File: src/rtl/uart_rx_fsm_if.sv
// Bundle of the serial line, per-frame configuration and received-byte
// results exchanged between the line driver side and the receive controller.
interface uart_rx_fsm_if #(
    parameter int DATA_WIDTH     = 8,
    parameter int PRESCALE_WIDTH = 6
);
    logic                      rx_in;
    logic [PRESCALE_WIDTH-1:0] prescale;
    logic                      par_en;
    logic                      par_typ;
    logic [DATA_WIDTH-1:0]     data_out;
    logic                      data_valid;
    logic                      par_err;
    logic                      stp_err;
    logic                      busy;

    modport master (
        output rx_in, prescale, par_en, par_typ,
        input  data_out, data_valid, par_err, stp_err, busy
    );

    modport slave (
        input  rx_in, prescale, par_en, par_typ,
        output data_out, data_valid, par_err, stp_err, busy
    );
endinterface

File: src/rtl/uart_rx_fsm.sv
// uart_rx_fsm: oversampled UART receive controller. Detects a start bit,
// times every bit with a prescaler latched at frame start, takes a 2-of-3
// majority vote around each bit centre, assembles LSB-first data, checks
// optional parity and the stop bit, and reports one result per frame.
module uart_rx_fsm #(
    parameter int DATA_WIDTH     = 8,
    parameter int PRESCALE_WIDTH = 6
) (
    input logic          clk,
    input logic          rst,
    uart_rx_fsm_if.slave bus
);
    localparam int BIT_CNT_WIDTH = $clog2(DATA_WIDTH + 1);
    localparam logic [PRESCALE_WIDTH-1:0] EDGE_ONE    = PRESCALE_WIDTH'(1);
    localparam logic [BIT_CNT_WIDTH-1:0]  BIT_ONE     = BIT_CNT_WIDTH'(1);
    localparam logic [BIT_CNT_WIDTH-1:0]  LAST_BIT    = BIT_CNT_WIDTH'(DATA_WIDTH);
    localparam logic [BIT_CNT_WIDTH-1:0]  LAST_BIT_M1 = BIT_CNT_WIDTH'(DATA_WIDTH - 1);

    typedef enum logic [2:0] {
        IDLE,
        START,
        DATA,
        PARITY,
        STOP
    } state_t;

    state_t                    state;
    logic [PRESCALE_WIDTH-1:0] edge_cnt;
    logic [BIT_CNT_WIDTH-1:0]  bit_cnt;
    logic [PRESCALE_WIDTH-1:0] prescale_q;
    logic                      par_en_q;
    logic                      par_typ_q;
    logic                      samp_a;
    logic                      samp_b;
    logic [DATA_WIDTH-1:0]     shift_reg;
    logic                      par_flag;
    logic [DATA_WIDTH-1:0]     data_out_q;
    logic                      data_valid_q;
    logic                      par_err_q;
    logic                      stp_err_q;
    logic                      busy_q;

    logic [PRESCALE_WIDTH-1:0] half;
    logic                      at_wrap;
    logic                      at_samp_a;
    logic                      at_samp_b;
    logic                      at_decide;
    logic                      vote;
    logic                      exp_parity;
    logic                      bits_done;

    assign half       = prescale_q >> 1;
    assign at_wrap    = (edge_cnt == prescale_q - EDGE_ONE);
    assign at_samp_a  = (edge_cnt == half - EDGE_ONE);
    assign at_samp_b  = (edge_cnt == half);
    assign at_decide  = (edge_cnt == half + EDGE_ONE);
    assign vote       = (samp_a & samp_b) | (samp_a & bus.rx_in) | (samp_b & bus.rx_in);
    assign exp_parity = (^shift_reg) ^ par_typ_q;
    // With the smallest prescale the last decision and the wrap share a cycle,
    // so the bit that is being counted right now must also finish the word.
    assign bits_done  = (bit_cnt == LAST_BIT) || (at_decide && (bit_cnt == LAST_BIT_M1));

    assign bus.data_out   = data_out_q;
    assign bus.data_valid = data_valid_q;
    assign bus.par_err    = par_err_q;
    assign bus.stp_err    = stp_err_q;
    assign bus.busy       = busy_q;

    // Frame sequencing, bit timing, sampling and registered result pulses.
    always_ff @(posedge clk or negedge rst) begin
        if (!rst) begin
            state        <= IDLE;
            edge_cnt     <= '0;
            bit_cnt      <= '0;
            prescale_q   <= '0;
            par_en_q     <= 1'b0;
            par_typ_q    <= 1'b0;
            samp_a       <= 1'b0;
            samp_b       <= 1'b0;
            shift_reg    <= '0;
            par_flag     <= 1'b0;
            data_out_q   <= '0;
            data_valid_q <= 1'b0;
            par_err_q    <= 1'b0;
            stp_err_q    <= 1'b0;
            busy_q       <= 1'b0;
        end else begin
            data_valid_q <= 1'b0;
            par_err_q    <= 1'b0;
            stp_err_q    <= 1'b0;

            if (state != IDLE) begin
                edge_cnt <= at_wrap ? '0 : edge_cnt + EDGE_ONE;
                if (at_samp_a) begin
                    samp_a <= bus.rx_in;
                end
                if (at_samp_b) begin
                    samp_b <= bus.rx_in;
                end
            end

            case (state)
                IDLE: begin
                    if (!bus.rx_in) begin
                        prescale_q <= bus.prescale;
                        par_en_q   <= bus.par_en;
                        par_typ_q  <= bus.par_typ;
                        edge_cnt   <= EDGE_ONE;
                        bit_cnt    <= '0;
                        par_flag   <= 1'b0;
                        busy_q     <= 1'b1;
                        state      <= START;
                    end
                end
                START: begin
                    if (at_decide && vote) begin
                        edge_cnt <= '0;
                        busy_q   <= 1'b0;
                        state    <= IDLE;
                    end else if (at_wrap) begin
                        state <= DATA;
                    end
                end
                DATA: begin
                    if (at_decide) begin
                        shift_reg <= {vote, shift_reg[DATA_WIDTH-1:1]};
                        bit_cnt   <= bit_cnt + BIT_ONE;
                    end
                    if (at_wrap && bits_done) begin
                        state <= par_en_q ? PARITY : STOP;
                    end
                end
                PARITY: begin
                    if (at_decide && (vote != exp_parity)) begin
                        par_flag <= 1'b1;
                    end
                    if (at_wrap) begin
                        state <= STOP;
                    end
                end
                STOP: begin
                    if (at_decide) begin
                        data_out_q   <= shift_reg;
                        stp_err_q    <= ~vote;
                        par_err_q    <= par_flag;
                        data_valid_q <= vote & ~par_flag;
                        edge_cnt     <= '0;
                        busy_q       <= 1'b0;
                        state        <= IDLE;
                    end
                end
                default: begin
                    state <= IDLE;
                end
            endcase
        end
    end
endmodule
File: src/flat_wrapper.sv
// flat-port wrapper written by rule: the top's interface ports become plain ports
module uart_rx_fsm_flat 
#(
    parameter int DATA_WIDTH     = 8,
    parameter int PRESCALE_WIDTH = 6
)
  (clk, rst, bus_rx_in, bus_prescale, bus_par_en, bus_par_typ, bus_data_out, bus_data_valid, bus_par_err, bus_stp_err, bus_busy);
  uart_rx_fsm_if #(.DATA_WIDTH(DATA_WIDTH), .PRESCALE_WIDTH(PRESCALE_WIDTH)) bus_i ();
  input logic clk;
  input logic rst;
  input wire logic [$bits(bus_i.rx_in)-1:0] bus_rx_in;
  input wire logic [$bits(bus_i.prescale)-1:0] bus_prescale;
  input wire logic [$bits(bus_i.par_en)-1:0] bus_par_en;
  input wire logic [$bits(bus_i.par_typ)-1:0] bus_par_typ;
  output wire logic [$bits(bus_i.data_out)-1:0] bus_data_out;
  output wire logic [$bits(bus_i.data_valid)-1:0] bus_data_valid;
  output wire logic [$bits(bus_i.par_err)-1:0] bus_par_err;
  output wire logic [$bits(bus_i.stp_err)-1:0] bus_stp_err;
  output wire logic [$bits(bus_i.busy)-1:0] bus_busy;
  assign bus_i.rx_in = bus_rx_in;
  assign bus_i.prescale = bus_prescale;
  assign bus_i.par_en = bus_par_en;
  assign bus_i.par_typ = bus_par_typ;
  assign bus_data_out = bus_i.data_out;
  assign bus_data_valid = bus_i.data_valid;
  assign bus_par_err = bus_i.par_err;
  assign bus_stp_err = bus_i.stp_err;
  assign bus_busy = bus_i.busy;
  uart_rx_fsm #(.DATA_WIDTH(DATA_WIDTH), .PRESCALE_WIDTH(PRESCALE_WIDTH)) u_core (.clk(clk), .rst(rst), .bus(bus_i));
endmodule
File: config.mk
export PLATFORM = sky130hd
export DESIGN_NAME = uart_rx_fsm_flat
export DESIGN_NICKNAME = d
export VERILOG_FILES = /design/src/rtl/uart_rx_fsm_if.sv /design/src/rtl/uart_rx_fsm.sv /design/src/flat_wrapper.sv
export SDC_FILE = /design/constraint.sdc
export NUM_CORES = 1
export LEC_CHECK = 0
export ABC_CLOCK_PERIOD_IN_PS = 6000
export CAP_MARGIN = 20
export CELL_PAD_IN_SITES_DETAIL_PLACEMENT = 0
export CELL_PAD_IN_SITES_GLOBAL_PLACEMENT = 1
export CORE_UTILIZATION = 48
export CTS_CLUSTER_SIZE = 25
export DETAILED_ROUTE_END_ITERATION = 12
export GPL_ROUTABILITY_DRIVEN = 1
export GPL_TIMING_DRIVEN = 0
export PLACE_DENSITY = 0.83
export SYNTH_ARGS = -nofsm -noshare
export SYNTH_HDL_FRONTEND = slang
export SYNTH_SLANG_ARGS = --single-unit
File: constraint.sdc
create_clock -name clk -period 6 [get_ports clk]
set_input_delay 0.9 -clock clk [delete_from_list [all_inputs] [get_ports clk]]
set_output_delay 0.9 -clock clk [all_outputs]
set_load 0.03 [all_outputs]
== Word-level counts from Yosys, hierarchy flattened ==
Cells that the tools add are included.
Storage, ports and cells
  word-level logic and storage cells: 99
  output and inout port bits: 12
  bits in registers: 44
Operators by class
  equal/unequal tests: 19
  mux-type cells: 30
  bitwise operators: 10
  reduce and logical (&&, ||, !) cells: 20
  add/sub/neg operators: 5
Operator list (number)
  $mux W6: 5
  $mux W3: 7
  $eq A6 B6 Y1: 3
  $pmux W6 S3: 1
  $pmux W3 S5: 1
  $ne A2 B1 Y1 const B: 6
  $mux W1: 11
  $reduce_and A2 Y1: 5
  $mux W4: 2
  $pmux W4 S2: 1
  $reduce_xor A8 Y1: 1
  $add A5 B1 Y6 const B: 1
  $add A6 B1 Y6 const B: 1
  $eq A3 B2 Y1 const B: 2
  $eq A6 B5 Y1: 1
  $reduce_and A3 Y1: 2
  $reduce_bool A3 Y1: 2
  $sub A5 B1 Y6 const B: 1
  $sub A6 B1 Y6 const B: 1
  $reduce_and A5 Y1: 1
  $add A4 B1 Y4 const B: 1
  $and A1 B1 Y1: 4
  $eq A4 B3 Y1 const B: 1
  $eq A4 B4 Y1 const B: 1
  15 further kinds: 22

== Logic depth before layout (Yosys ltp) ==
  word-level depth: 7
  gate-level depth with buffers: 10
  gate-level depth less buffers: 9

== Worst setup path before layout ==
No wires, ideal clock.
  kind: register to register
  start point: register u_core.prescale_q[2]
  end point: register u_core.edge_cnt[2]
  arrival: 2530 ps
  stages on the path, launching flop included: 11
  path buffers: 1
  data required time: 5922 ps
  setup slack: 3392 ps
  period minus slack after synthesis: 2608 ps
  cell sequence: dfrtp_1 > clkbuf_1 > inv_1 > ha_1 > inv_1 > a2111oi_0 > xnor2_1 > a211oi_2 > or2_2 > or3b_2 > a21oi_1
On the way
  cells in the longest elaborated chain, start to end: 6
  elaborated cells on any way between the ends: 11
RTL lines
  start: declaration: RTL line uart_rx_fsm.sv:30  | logic [PRESCALE_WIDTH-1:0] prescale_q;
  start signal: assignment: RTL line uart_rx_fsm.sv:105  | prescale_q <= bus.prescale;
  $sub A6 B1 Y6: RTL line uart_rx_fsm.sv:53  | assign at_wrap = (edge_cnt == prescale_q - EDGE_ONE);
  $eq A6 B6 Y1: RTL line uart_rx_fsm.sv:53
  $mux W6: RTL line uart_rx_fsm.sv:93  | edge_cnt <= at_wrap ? '0 : edge_cnt + EDGE_ONE;
  $mux W6: RTL line uart_rx_fsm.sv:92  | if (state != IDLE) begin
  $mux W6 (on tied branches): RTL line uart_rx_fsm.sv:142, uart_rx_fsm.sv:104, uart_rx_fsm.sv:116
  $pmux W6 S3 *: RTL line uart_rx_fsm.sv:102  | case (state)
  end signal: assignment: RTL line uart_rx_fsm.sv:93
  end: declaration: RTL line uart_rx_fsm.sv:28  | logic [PRESCALE_WIDTH-1:0] edge_cnt;
Mark *: on every way between the ends. The rest lies on a longest branch, timed or not.
A chain may end at the register's enable or synchronous reset.

== Final worst setup path ==
  start point: register u_core.prescale_q[2]
  end point: register u_core.state[1]
On the way
  cells in the longest elaborated chain, start to end: 7
  elaborated cells on any way between the ends: 15
RTL lines
  $add A5 B1 Y6: RTL line uart_rx_fsm.sv:56  | assign at_decide = (edge_cnt == half + EDGE_ONE);
  $eq A6 B6 Y1: RTL line uart_rx_fsm.sv:56
  $logic_and A1 B1 Y1: RTL line uart_rx_fsm.sv:61  | assign bits_done = (bit_cnt == LAST_BIT) || (at_decide && (bit_cnt == LAST_BIT_M1));
  $logic_or A1 B1 Y1: RTL line uart_rx_fsm.sv:61
  $logic_and A1 B1 Y1: RTL line uart_rx_fsm.sv:129  | if (at_wrap && bits_done) begin
  $ne A2 B1 Y1 (no line)
  $reduce_and A5 Y1 (no line)
  end signal: assignment: RTL line uart_rx_fsm.sv:130  | state <= par_en_q ? PARITY : STOP;
  end: declaration: RTL line uart_rx_fsm.sv:27  | state_t state;
Parallel ways exist; a longest one is shown, timed or not.

==> results by group <==
Routing
  • Wire per inst: 14.09 um
  • # DRC: 0
  • Drt total wl: 4932 um
  • Via density: 5.303
  • DR iter-0 viols: 110
  • Routed via count: 1,856
  • Drt first pass iters: 4
  • Post-DRT Antenna Nets: 0

CTS
  • Clock sink total: 44
  • Setup bufs post-CTS: 0
  • Hold_buf cts: 0
  • Worst skew pair latency: 290 ps
  • TritonCTS Buffers: 5
  • Worst-path clk slew: roughly 90 ps
  • Worst-case clock buffer depth: 2
  • H-tree depth: 2
  • CTS tree: done
  • Post-CTS sizing: 0
  • Clk root buf: clkbuf_8

Layout
  • Layout area overhead: 17.26%
  • Nets: 300
  • Most common cell after layout, fill and taps aside: dfrtp_1
  • Design area: 2924 um2
  • Layout cell share with drive strength beyond 1: 0.1519
  • Post-layout util: 0.6031
  • Most frequent cells in the layout: 44 x dfrtp_1, 35 x nand2_1, 21 x clkdlybuf4s50_1
  • N_diodes: 0

Critical path
  • CP endpoint: u_core.state[1]
  • Slowest cell delay on critical path: 600 ps
  • Critical Path Source: u_core.prescale_q[2]
  • Setup Crit Path Kind: reg2reg
  • WP depth: 9
  • Flop-to-flop setup slack: 2910 ps
  • Crit path buffers/inverters: 2
  • Worst path arrival time: 3290 ps
  • FF-to-FF Start: u_core.prescale_q[2]
  • Worst r2r dst: u_core.state[1]
  • Crit Path Max Fanout: 10
  • Worst path top cell family by delay: compound AO/OA/AOI/OAI gates
  • Crit-path cells: clkbuf_1, inv_1, ha_1, a2111oi_0, xnor2_1, a211oi_2, a21oi_1, or2_1, o31ai_1
  • Critical Path RT: 6200 ps
  • Worst setup EP type: register
  • Worst setup SP type: register
  • Reg2Reg Depth: 9
  • Critical path's slowest cell: a211oi_2

Logic synthesis
  • Synth Flop Type: dfrtp_1
  • Multiplexer share of the synthesized area: 0.09383
  • Main combinational cell family by area after synthesis: simple AND/OR/NAND/NOR gates
  • Yosys warnings: 0
  • Adder-cell share of the synthesized area: 0.03914
  • Yosys reg bits: 44
  • Synth Area in XOR/XNOR: 0.1019
  • Area share of and/or/nand/nor cells after synthesis: 0.1972
  • Cells after Synth: ~250
  • Register area share after synthesis: 0.4415
  • Avg Inst Size Synth: 9.895 um2
  • Post-synth EDFFs: 0
  • Mapped Nets: 270
  • Post-synthesis cell type count: 47
  • Mapped cell area: 2494 um2
  • Compound-Gate Fraction of Synth Area: 0.09634
  • Post-synth ARST share: 1.000

STA
  • Final Max Slew Viols: 0
  • Final worst-path cycle share: 0.5152
  • Final setup fails: 0
  • Slew @ Worst Pin: 682.5 ps
  • Min Tclk post-route: roughly 3100 ps
  • Fmax: 323.5 MHz
  • Setup Skew: 6.233 ps
  • Hold Fails Final Rpt: 0
  • Slew margin rel.: 0.5408
  • Setup TNS: 0 ps
  • RSZ-0062 raised after global routing: no
  • Final WS setup: 2909 ps

Die
  • Chip width: between 70 and 80 um
  • IO Pins: 23
  • Initial Util: 0.5143
  • FP Rows: 25
  • CORE AREA: 4848 um2
  • Die ar.: ~5500 um2
  • Die Y: 74.08 um

GRT
  • First-pass GRT wire length: 8487 um
  • GR Util All Layers: 0.2049
  • Pin count of the biggest net entering global routing: 28
  • Antenna violations before repair: 0
  • Vias in the first global route: 1,715
  • Gr ovfl total: 0

Place
  • Placed Area: 2813 um2
  • DP Wirelength: 3679 um
  • Dpl ws: 2970 ps
  • Routability cong.: around 0.82
  • Input/output buffers: 22

Run status
  • Status: complete, no violations

Power
  • Pwr Density: 443.4 nW/um2
  • Leakage: 1.290 nW
  • Overall power: 1.296 mW
  • Peak VDD IR: 0.0001872 V

Run
  • # Max-Cap Violations: 0

Worst hold path
  • HP Class: reg2reg
-- cells in the mapped netlist, drive strengths merged (4+ instances only) --
cell / n / area share
buf: 4 / 0.0090
nor3: 5 / 0.010
xnor2: 16 / 0.056
nor2b: 4 / 0.010
xor2: 13 / 0.046
inv: 8 / 0.012
mux2: 19 / 0.086
nand2b: 4 / 0.010
nand2: 35 / 0.053
clkbuf: 6 / 0.0090
nor2: 14 / 0.022
a21oi: 9 / 0.018
or3: 5 / 0.015
o21ai: 12 / 0.024
nand3: 6 / 0.012
dfrtp: 44 / 0.44
ha: 7 / 0.035
-- worst reg2reg max path: stages (launching register included) --
cell and delay, ps:
dfrtp_1 360, clkbuf_1 350, inv_1 200, ha_1 240, a2111oi_0 500, xnor2_1 150, a211oi_2 600, a21oi_1 130
or2_1 250, o31ai_1 230
-- power breakdown --
group / leakage [nW] / total (mW) / switching (mW) / internal (mW)
Clock: 0.0541 / 0.226 / 0.103 / 0.123
Sequential: 0.582 / 0.445 / 0.0789 / 0.366
Combinational: 0.654 / 0.625 / 0.350 / 0.275
Total: 1.29 / 1.30 / 0.532 / 0.764
-- kinds of logic after synthesis --
family          after synthesis
compound gates               38
xor+xnor                     29
fa+ha+maj                     8
buf+inv                      18
flops                        44
mux                          21
simple gates                 94
-- worst min path at each step --
stage                                start               end  cells past startpoint
final                      u_core.bus.busy   u_core.bus.busy                      2
after global routing       u_core.bus.busy   u_core.bus.busy                      2
after CTS                  u_core.bus.busy   u_core.bus.busy                      2
after detailed placement   u_core.bus.busy   u_core.bus.busy                      2
after global placement     u_core.bus.busy   u_core.bus.busy                      2
after floorplan           u_core.par_typ_q  u_core.par_typ_q                      2
-- per-stage QoR --
step,hold slack [ps],std cells
after CTS,493.6,350
after global routing,518.4,350
after floorplan,465.2,252
after detailed placement,473.6,342
after global placement,460.1,341
final,493.9,350
-- final cells by class --
| class | instances | area [um2] |
|---|---|---|
| Sequential cell | 44 | 1101 |
| Multi-Input combinational cell | 190 | 1318 |
| Clock inverter | 3 | 42.54 |
| Buffer | 10 | 45.04 |
| Timing Repair Buffer | 23 | 235.2 |
| Fill cell | 431 | 1924 |
| Clock buffer | 5 | 68.82 |
| Tap cell | 67 | 83.83 |
| Inverter | 8 | 30.03 |
-- per-layer routing --
layer / vias up / wire (um) / global-route usage
li1: 930 / - / -
met1: 889 / 2474 / 0.3066
met4: 0 / 34 / 0.05769
met2: 33 / 2238 / 0.3030
met3: 4 / 185 / 0.03659
met5: - / 0 / 0
(Power assumes the default switching activity.)
